$ cat config.mk
export PLATFORM = sky130hd
export DESIGN_NAME = booth_product_accumulator_flat
export DESIGN_NICKNAME = d
export VERILOG_FILES = /design/src/rtl/booth_product_accumulator_if.sv /design/src/rtl/booth_product_accumulator.sv /design/src/flat_wrapper.sv
export SDC_FILE = /design/constraint.sdc
export NUM_CORES = 1
export LEC_CHECK = 0
export CAP_MARGIN = 5
export CORE_MARGIN = 10
export CORE_UTILIZATION = 30
export CTS_CLUSTER_DIAMETER = 150
export DETAILED_ROUTE_END_ITERATION = 6
export PLACE_DENSITY = 0.58
export SYNTH_ARGS = -nofsm -noshare
export SYNTH_HDL_FRONTEND = slang
export SYNTH_SLANG_ARGS = --single-unit
$ cat constraint.sdc
create_clock -name clk -period 8.4 [get_ports clk]
set_input_delay 1.68 -clock clk [delete_from_list [all_inputs] [get_ports clk]]
set_output_delay 1.68 -clock clk [all_outputs]
set_load 0.05 [all_outputs]
$ cat src/rtl/booth_product_accumulator_if.sv
// Valid/ready bundle between the Booth multiplier output and the block accumulator.
// The master side feeds products and consumes block sums; the accumulator is the slave.
interface booth_product_accumulator_if #(
    parameter int PROD_W = 16,
    parameter int ACC_W  = 24,
    parameter int LEN_W  = 8
);
    logic [LEN_W-1:0]  cfg_len;
    logic              in_valid;
    logic              in_ready;
    logic [PROD_W-1:0] in_product;
    logic              out_valid;
    logic              out_ready;
    logic [ACC_W-1:0]  out_sum;
    logic              out_sat;
    logic [LEN_W-1:0]  out_count;

    modport master (
        output cfg_len, in_valid, in_product, out_ready,
        input  in_ready, out_valid, out_sum, out_sat, out_count
    );

    modport slave (
        input  cfg_len, in_valid, in_product, out_ready,
        output in_ready, out_valid, out_sum, out_sat, out_count
    );
endinterface

$ cat src/rtl/booth_product_accumulator.sv
// Saturating block accumulator for signed Booth products; emits one sum per cfg_len products.
//   state   | meaning
//   S_ACCUM | accepting products, adding into acc
//   S_DRAIN | block sum presented, waiting for out_ready
module booth_product_accumulator #(
    parameter int PROD_W = 16,
    parameter int ACC_W  = 24,
    parameter int LEN_W  = 8
) (
    input logic                        clk,
    input logic                        rst_n,
    booth_product_accumulator_if.slave bus
);
    typedef enum logic {S_ACCUM = 1'b0, S_DRAIN = 1'b1} state_t;

    localparam logic signed [ACC_W:0] C_MAX = {2'b00, {(ACC_W-1){1'b1}}};
    localparam logic signed [ACC_W:0] C_MIN = {2'b11, {(ACC_W-1){1'b0}}};
    localparam logic [LEN_W-1:0]      C_ONE = {{(LEN_W-1){1'b0}}, 1'b1};

    state_t                  r_state;
    state_t                  w_state_nxt;
    logic signed [ACC_W-1:0] r_acc;
    logic [LEN_W-1:0]        r_cnt;
    logic [LEN_W-1:0]        r_len_q;
    logic                    r_sat_q;
    logic [ACC_W-1:0]        r_out_sum;
    logic                    r_out_sat;
    logic [LEN_W-1:0]        r_out_count;

    logic                    w_ready;
    logic                    w_valid;
    logic                    w_in_rdy;
    logic                    w_in_fire;
    logic                    w_out_fire;
    logic                    w_first;
    logic                    w_last;
    logic                    w_ovf;
    logic                    w_sat_nxt;
    logic [LEN_W-1:0]        w_len_eff;
    logic [LEN_W-1:0]        w_len_cur;
    logic signed [ACC_W:0]   w_sum;
    logic signed [ACC_W-1:0] w_acc_nxt;

    // The length is taken live from cfg_len only on a block's first product.
    assign w_first   = (r_cnt == '0);
    assign w_len_eff = (bus.cfg_len == '0) ? C_ONE : bus.cfg_len;
    assign w_len_cur = w_first ? w_len_eff : r_len_q;
    assign w_last    = ((r_cnt + C_ONE) == w_len_cur);

    assign w_sum = $signed({r_acc[ACC_W-1], r_acc})
                 + $signed({{(ACC_W+1-PROD_W){bus.in_product[PROD_W-1]}}, bus.in_product});

    always_comb begin
        w_ovf     = 1'b0;
        w_acc_nxt = w_sum[ACC_W-1:0];
        if (w_sum > C_MAX) begin
            w_ovf     = 1'b1;
            w_acc_nxt = C_MAX[ACC_W-1:0];
        end else if (w_sum < C_MIN) begin
            w_ovf     = 1'b1;
            w_acc_nxt = C_MIN[ACC_W-1:0];
        end
    end

    assign w_sat_nxt  = r_sat_q | w_ovf;
    assign w_in_rdy   = w_ready & rst_n;
    assign w_in_fire  = bus.in_valid & w_in_rdy;
    assign w_out_fire = w_valid & bus.out_ready;

    always_ff @(posedge clk or negedge rst_n) begin
        if (!rst_n) begin
            r_state <= S_ACCUM;
        end else begin
            r_state <= w_state_nxt;
        end
    end

    always_comb begin
        w_state_nxt = r_state;
        w_ready     = 1'b0;
        w_valid     = 1'b0;
        case (r_state)
            S_ACCUM: begin
                w_ready = 1'b1;
                if (bus.in_valid && w_last) begin
                    w_state_nxt = S_DRAIN;
                end
            end
            S_DRAIN: begin
                w_valid = 1'b1;
                if (bus.out_ready) begin
                    w_state_nxt = S_ACCUM;
                end
            end
            default: w_state_nxt = S_ACCUM;
        endcase
    end

    always_ff @(posedge clk or negedge rst_n) begin
        if (!rst_n) begin
            r_acc       <= '0;
            r_cnt       <= '0;
            r_len_q     <= '0;
            r_sat_q     <= 1'b0;
            r_out_sum   <= '0;
            r_out_sat   <= 1'b0;
            r_out_count <= '0;
        end else if (w_in_fire) begin
            r_acc   <= w_acc_nxt;
            r_sat_q <= w_sat_nxt;
            r_cnt   <= r_cnt + C_ONE;
            if (w_first) begin
                r_len_q <= w_len_eff;
            end
            if (w_last) begin
                r_out_sum   <= w_acc_nxt;
                r_out_sat   <= w_sat_nxt;
                r_out_count <= w_len_cur;
            end
        end else if (w_out_fire) begin
            r_acc   <= '0;
            r_cnt   <= '0;
            r_sat_q <= 1'b0;
        end
    end

    assign bus.in_ready  = w_in_rdy;
    assign bus.out_valid = w_valid;
    assign bus.out_sum   = r_out_sum;
    assign bus.out_sat   = r_out_sat;
    assign bus.out_count = r_out_count;
endmodule

$ cat src/flat_wrapper.sv
// flat-port wrapper written by rule: the top's interface ports become plain ports
module booth_product_accumulator_flat 
#(
    parameter int PROD_W = 16,
    parameter int ACC_W  = 24,
    parameter int LEN_W  = 8
)
  (clk, rst_n, bus_cfg_len, bus_in_valid, bus_in_product, bus_out_ready, bus_in_ready, bus_out_valid, bus_out_sum, bus_out_sat, bus_out_count);
  booth_product_accumulator_if #(.PROD_W(PROD_W), .ACC_W(ACC_W), .LEN_W(LEN_W)) bus_i ();
  input logic clk;
  input logic rst_n;
  input wire logic [$bits(bus_i.cfg_len)-1:0] bus_cfg_len;
  input wire logic [$bits(bus_i.in_valid)-1:0] bus_in_valid;
  input wire logic [$bits(bus_i.in_product)-1:0] bus_in_product;
  input wire logic [$bits(bus_i.out_ready)-1:0] bus_out_ready;
  output wire logic [$bits(bus_i.in_ready)-1:0] bus_in_ready;
  output wire logic [$bits(bus_i.out_valid)-1:0] bus_out_valid;
  output wire logic [$bits(bus_i.out_sum)-1:0] bus_out_sum;
  output wire logic [$bits(bus_i.out_sat)-1:0] bus_out_sat;
  output wire logic [$bits(bus_i.out_count)-1:0] bus_out_count;
  assign bus_i.cfg_len = bus_cfg_len;
  assign bus_i.in_valid = bus_in_valid;
  assign bus_i.in_product = bus_in_product;
  assign bus_i.out_ready = bus_out_ready;
  assign bus_in_ready = bus_i.in_ready;
  assign bus_out_valid = bus_i.out_valid;
  assign bus_out_sum = bus_i.out_sum;
  assign bus_out_sat = bus_i.out_sat;
  assign bus_out_count = bus_i.out_count;
  booth_product_accumulator #(.PROD_W(PROD_W), .ACC_W(ACC_W), .LEN_W(LEN_W)) u_core (.clk(clk), .rst_n(rst_n), .bus(bus_i));
endmodule
==> results of run 1 <==
state kept, by name (all words and copies together) (netlist names):
register,count
u_core.bus.out_sum,24
u_core.r_acc,24
u_core.bus.out_count,8
u_core.r_cnt,8
u_core.r_len_q,8
u_core.bus.out_sat,1
u_core.r_sat_q,1
u_core.r_state,1
per-stage QoR:
| stage | setup slack, ns | total power (W) | utilization | cell area, um2 |
|---|---|---|---|---|
| finish | 3.13 | 0.00267 | 0.378 | 5710 |
| CTS | 3.06 | 0.00270 | 0.378 | 5710 |
| global route | 2.90 | 0.00289 | 0.378 | 5710 |
| detailed placement | 2.98 | 0.00223 | 0.356 | 5370 |
| floorplan | 4.26 | 0.00180 | - | 4580 |
| global placement | 3.08 | 0.00221 | 0.356 | 5370 |
power groups by stage:
stage,clock network [W],logic [W],registers (W)
floorplan,0,0.000923,0.000878
global placement,0,0.00156,0.000647
detailed placement,0,0.00158,0.000648
CTS,0.000460,0.00159,0.000645
global route,0.000476,0.00174,0.000668
finish,0.000450,0.00158,0.000642
critical path, cell delays in order:
cell and delay, ns:
buf_4 0.70, nor2b_1 0.30, clkdlybuf4s50_1 0.84
worst max path at each step:
stage	start	end	slack, ns
floorplan	rst_n	bus_in_ready	4.26
global placement	bus_in_product[15]	u_core.bus.out_sat$_DFFE_PN0P_	3.08
detailed placement	bus_in_product[15]	u_core.bus.out_sat$_DFFE_PN0P_	2.98
CTS	rst_n	bus_in_ready	3.06
global route	rst_n	bus_in_ready	2.90
finish	rst_n	bus_in_ready	3.13
layout by cell type, fill, tap and decap left out, types with 6 or more instances in the layout:
cell type,instances
mux2i_1,9
nor3_1,6
nand2_1,52
dfrtp_1,75
a31oi_1,8
a21oi_1,60
inv_1,25
mux2_2,7
xnor2_1,21
o21ai_0,37
o21ai_1,11
clkdlybuf4s50_1,61
clkbuf_16,9
nor2_1,49
ha_1,26
xor2_1,11
nand3_1,8
a21o_1,7
layout make-up:
cell class	count	area, um2
Clock buffer	11	243
Clock inverter	5	100
Fill cell	1530	9380
Inverter	25	93.8
Multi-Input combinational cell	386	2530
Sequential cell	75	1880
Tap cell	188	235
Timing Repair Buffer	64	633
cells by family after synthesis:
group	after synthesis	share of synthesized area
muxes	17	0.0399
DFF	75	0.410
AOI/OAI and AO/OA	164	0.222
and+or+nand+nor	146	0.148
buffers and inverters	44	0.0432
xor gates and xnor gates	32	0.0612
adders and majority gates	27	0.0754
layer usage:
| layer | wire length [um] | GRT usage | part of all wire |
|---|---|---|---|
| met5 | 0 | 0 | 0 |
| met4 | 93 | 0.0365 | 0.0076 |
| met3 | 490 | 0.0330 | 0.040 |
| met2 | 5630 | 0.199 | 0.46 |
| met1 | 6010 | 0.160 | 0.49 |
==> impl_metrics.py, run 1 <==
metrics = {
    "grt": {
        "overflow": 0,
        "grtUsageTotal": 0.124,
        "antenna_found_initial": 0,
        "grt_pass1_wl_um": 20600,
        "grt_max_degree": 77,
        "grt_pass1_vias": 4040,
    },
    "clocking": {
        "cts_buffers": 9,
        "post_cts_resized": 0,
        "clk_path_buf_depth": 2,
        "cts_tree": "built",
        "cts_hold_buffers": 0,
        "htreeDepth": 3,
        "cts.sinks": 75,
        "cts_root_buffer": "clkbuf_16",
        "post-cts-setup-buffers": 0,
        "clk_pin_slew_ns": 0.05,
        "clk_latency_ns": 0.34,
    },
    "power_and_ir_drop": {
        "p_int_w": 0.00143,
        "p_per_area_nw_per_um2": 468,
        "swShare": 0.464,
        "cellLeakagePower_nw": 2.53,
        "p_switching_w": 0.00124,
        "vdd_ir_drop_max_uv": 225,
        "pwr-share-seq": 0.240,
        "p_clk_frac": 0.168,
        "power_frac_comb": 0.592,
    },
    "finish": {
        "diodes": 0,
        "area_delta_synth_final_pct": 24.7,
        "final_cells": 754,
        "final_nets": 616,
        "drive_gt1_frac": 0.0813,
    },
    "yosys": {
        "yosys.area.top_type": "dfrtp_1",
        "synth_area_leaders": "dfrtp_1 41%, ha_1 7.1%, a21oi_1 6.7%",
        "synth-edff-count": 0,
        "avgSynthCellArea_um2": 9.07,
        "yosysMostFrequentCell": "dfrtp_1",
        "ys_warn_count": 0,
        "netlist_area_um2": 4580,
        "ys_types": 60,
        "netlist_instances": 505,
        "seq_area_frac_synth": 0.410,
        "async_reset_ff_frac": 1.00,
        "ys_ff_latch": 75,
        "synth_commonest_cells": "75 x dfrtp_1, 61 x a21oi_1, 52 x nand2_1",
        "synth_nets": 560,
        "synth.top_cell.area_share": 0.410,
        "ys.flop_type": "dfrtp_1",
    },
    "sta": {
        "whs_ns": 0.490,
        "slew_headroom": 0.228,
        "setup_violations": 0,
        "max_freq_mhz": 190,
        "min_period_over_period": 0.627,
        "tns_ns": 0,
        "hold_violations": 0,
        "fin_crit_ns": 5.27,
        "report.final.slew_viol_count": 0,
        "rsz0062_at_grt": "no",
        "tightest_slew_ns": 1.16,
        "fin_skew_ns": 0.00520,
    },
    "critical_path": {
        "ff2ff_path_depth": 12,
        "start_kind": "input pin",
        "r2r_slack_ns": 4.77,
        "reg2reg_to": "u_core.bus.out_sum[12]$_DFFE_PN0P_",
        "critical_path.max_fanout": 76,
        "cp.arrival_ns": 3.59,
        "r2r-start": "u_core.r_cnt[0]$_DFFE_PN0P_",
        "end_kind": "output port",
        "critPathKind": "in2out",
        "required_ns": 6.72,
    },
    "route": {
        "drtPass1Iterations": 4,
        "drt_first_iter_violations": 226,
        "vias_per_cell": 5.06,
        "final_antenna_net_count": 0,
        "wirelength_um": 12200,
        "routedWlPerCell_um": 16.2,
        "drc": 0,
        "vias": 3813,
    },
    "floorplanning": {
        "fp.dieArea_um2": 20600,
        "die_y_um": 144,
        "io_pins": 63,
        "rows": 45,
        "start_util": 0.303,
        "core_area_um2": 15100,
        "die_w_um": 144,
    },
    "hold_path": {
        "holdPathEnd": "u_core.r_acc[7]$_DFFE_PN0P_",
        "holdCritPathClass": "reg2reg",
        "min-delay-start": "u_core.r_acc[7]$_DFFE_PN0P_",
        "hold_path_depth": 2,
    },
    "place": {
        "place.gp.congestion": 0.842,
        "dp_cells": 738,
        "port_buffers": 62,
        "dp_hpwl_um": 8730,
    },
    "flow_run": {
        "maxCapViolCount": 0,
    },
    "outcome": {
        "status": "finished clean",
    },
}
Power figures use the tool's default switching activity.
==> run 2: changes to the inputs <==
==> constraint.sdc (replaced) <==
create_clock -name clk -period 5.2 [get_ports clk]
set_input_delay 1.04 -clock clk [delete_from_list [all_inputs] [get_ports clk]]
set_output_delay 1.04 -clock clk [all_outputs]
set_load 0.05 [all_outputs]
==> run 2 against run 1 <==
  * Critical path depth rose by 10
  * Worst hold slack got worse by 0.0079 ns
  * Non-clock buffer count rose by 5
  * Largest power group unchanged
  * Combinational power rose by 64%
==> impl_metrics.py, run 2 (same netlist as run 1, synthesis figures left out) <==
metrics = {
    "outcome": {
        "status": "finished clean",
    },
    "finish": {
        "mostFrequentLayoutCells": "75 x dfrtp_1, 61 x clkdlybuf4s50_1, 60 x a21oi_1, 52 x nand2_1, 49 x nor2_1",
        "num-fill-cells": 1528,
        "final_cells": 759,
        "final_nets": 621,
        "diodes": 0,
        "final_common_cell": "dfrtp_1",
        "area_delta_synth_final_pct": 25.5,
        "fin_area_um2": 5750,
        "drive_gt1_frac": 0.0893,
    },
    "route": {
        "routedWlPerCell_um": 16.3,
        "drc": 0,
        "final_antenna_net_count": 0,
        "wirelength_um": 12400,
        "vias": 3889,
        "drt_first_iter_violations": 207,
        "vias_per_cell": 5.12,
        "drtPass1Iterations": 4,
    },
    "clocking": {
        "clk_path_buf_depth": 2,
        "cts_root_buffer": "clkbuf_16",
        "cts.sinks": 75,
        "cts_hold_buffers": 0,
        "post_cts_resized": 0,
        "cts_buffers": 9,
        "clk_pin_slew_ns": 0.06,
        "cts_tree": "built",
        "clk_latency_ns": 0.35,
        "post-cts-setup-buffers": 0,
        "htreeDepth": 3,
    },
    "grt": {
        "antenna_found_initial": 0,
        "grt_pass1_wl_um": 20800,
        "grtUsageTotal": 0.127,
        "grt_max_degree": 76,
        "overflow": 0,
        "grt_pass1_vias": 4037,
    },
    "floorplanning": {
        "start_util": 0.303,
        "io_pins": 63,
        "core_area_um2": 15100,
        "die_w_um": 144,
        "fp.dieArea_um2": 20600,
        "die_y_um": 144,
        "rows": 45,
    },
    "sta": {
        "slew_headroom": 0.357,
        "fin_crit_ns": 3.95,
        "report.final.slew_viol_count": 0,
        "fin_ws_ns": 1.25,
        "max_freq_mhz": 253,
        "hold_violations": 0,
        "tightest_slew_ns": 0.964,
        "tns_ns": 0,
        "setup_violations": 0,
        "rsz0062_at_grt": "no",
        "fin_skew_ns": 0.00645,
        "min_period_over_period": 0.760,
    },
    "place": {
        "dp_hpwl_um": 8920,
        "dp_worst_setup_slack_ns": 0.968,
        "place.gp.congestion": 0.919,
        "place_area_um2": 5400,
        "port_buffers": 62,
        "dp_cells": 743,
    },
    "power_and_ir_drop": {
        "p_int_w": 0.00232,
        "vdd_ir_drop_max_uv": 338,
        "p_switching_w": 0.00203,
        "power_frac_comb": 0.595,
        "swShare": 0.467,
        "cellLeakagePower_nw": 2.55,
        "pwr-share-seq": 0.238,
        "p_clk_frac": 0.167,
        "p_per_area_nw_per_um2": 758,
    },
    "critical_path": {
        "crit_top_cell": "a21oi_1",
        "critPathMaxStageDelay_ns": 0.62,
        "required_ns": 5.42,
        "path_cells": "clkdlybuf4s50_1 > ha_1 > a21oi_1 > o21ai_0 > a21oi_1 > a2bb2oi_1 > a21boi_0 > o32ai_2 > buf_4 > buf_4 > and2_1 > a21oi_1 > o21ai_0",
        "start_kind": "input pin",
        "critPathKind": "in2reg",
        "critical_path.max_fanout": 15,
        "cp.arrival_ns": 4.17,
        "end_kind": "flop",
        "r2r_slack_ns": 1.85,
        "critPathSlowestCell": "clkdlybuf4s50_1",
    },
    "flow_run": {
        "maxCapViolCount": 0,
    },
    "hold_path": {
        "holdCritPathClass": "reg2reg",
    },
}
run 2: changes by cell type in the layout (fill, tap and decap cells not counted), sizes merged:
cell / before / now
buf: 3 / 8
clkbuf: 11 / 10
inv: 25 / 26
run 2: per-stage QoR:
| step | power, W | util | hold slack (ns) |
|---|---|---|---|
| 2_1_floorplan | 0.00291 | - | 0.454 |
| 3_3_place_gp | 0.00361 | 0.358 | 0.468 |
| 3_5_place_dp | 0.00364 | 0.358 | 0.474 |
| 4_1_cts | 0.00440 | 0.381 | 0.487 |
| 5_1_grt | 0.00472 | 0.381 | 0.516 |
| 6_report | 0.00435 | 0.381 | 0.482 |
run 2: final timing paths:
path	start	cells after the start	to
min in group asynchronous	rst_n	2	u_core.bus.out_count[0]$_DFFE_PN0P_
max in group asynchronous	rst_n	2	u_core.bus.out_sum[0]$_DFFE_PN0P_
setup reg to reg	u_core.r_cnt[0]$_DFFE_PN0P_	12	u_core.bus.out_sum[21]$_DFFE_PN0P_
hold / removal	u_core.r_acc[8]$_DFFE_PN0P_	2	u_core.r_acc[8]$_DFFE_PN0P_
setup / recovery	bus_in_product[15]	13	u_core.r_acc[11]$_DFFE_PN0P_
hold reg to reg	u_core.r_acc[8]$_DFFE_PN0P_	2	u_core.r_acc[8]$_DFFE_PN0P_
run 2: critical path, delay by kind of cell:
family / cells / cell delay [ns]
buffers and inverters: 3 / 1.00
AND/OR/NAND/NOR: 1 / 0.18
adder cells (fa/ha/maj): 1 / 0.48
AO/OA/AOI/OAI: 8 / 1.45
run 2: power by group through the flow:
stage | sequential [W] | combinational (W) | clock [W]
floorplan | 0.00142 | 0.00149 | 0
global placement | 0.00104 | 0.00257 | 0
detailed placement | 0.00105 | 0.00259 | 0
CTS | 0.00104 | 0.00261 | 0.000751
global route | 0.00108 | 0.00287 | 0.000775
finish | 0.00104 | 0.00259 | 0.000728
run 2: cell type report:
class | instances | area, um2 | share of cell area
timing repair buffer | 69 | 683 | 0.119
inverter | 25 | 93.8 | 0.0163
multi-input combinational | 386 | 2510 | 0.438
clock inverter | 6 | 113 | 0.0196
tap | 188 | 235 | 0.0409
sequential | 75 | 1880 | 0.327
clock buffer | 10 | 229 | 0.0399
run 2: per-layer routing:
layer	routed length (um)	up-vias	share of wire	GRT usage
li1	-	1913	-	-
met1	5750	1863	0.46	0.163
met2	5640	96	0.46	0.194
met3	813	17	0.066	0.0432
met4	182	0	0.015	0.0446
met5	0	-	0	0
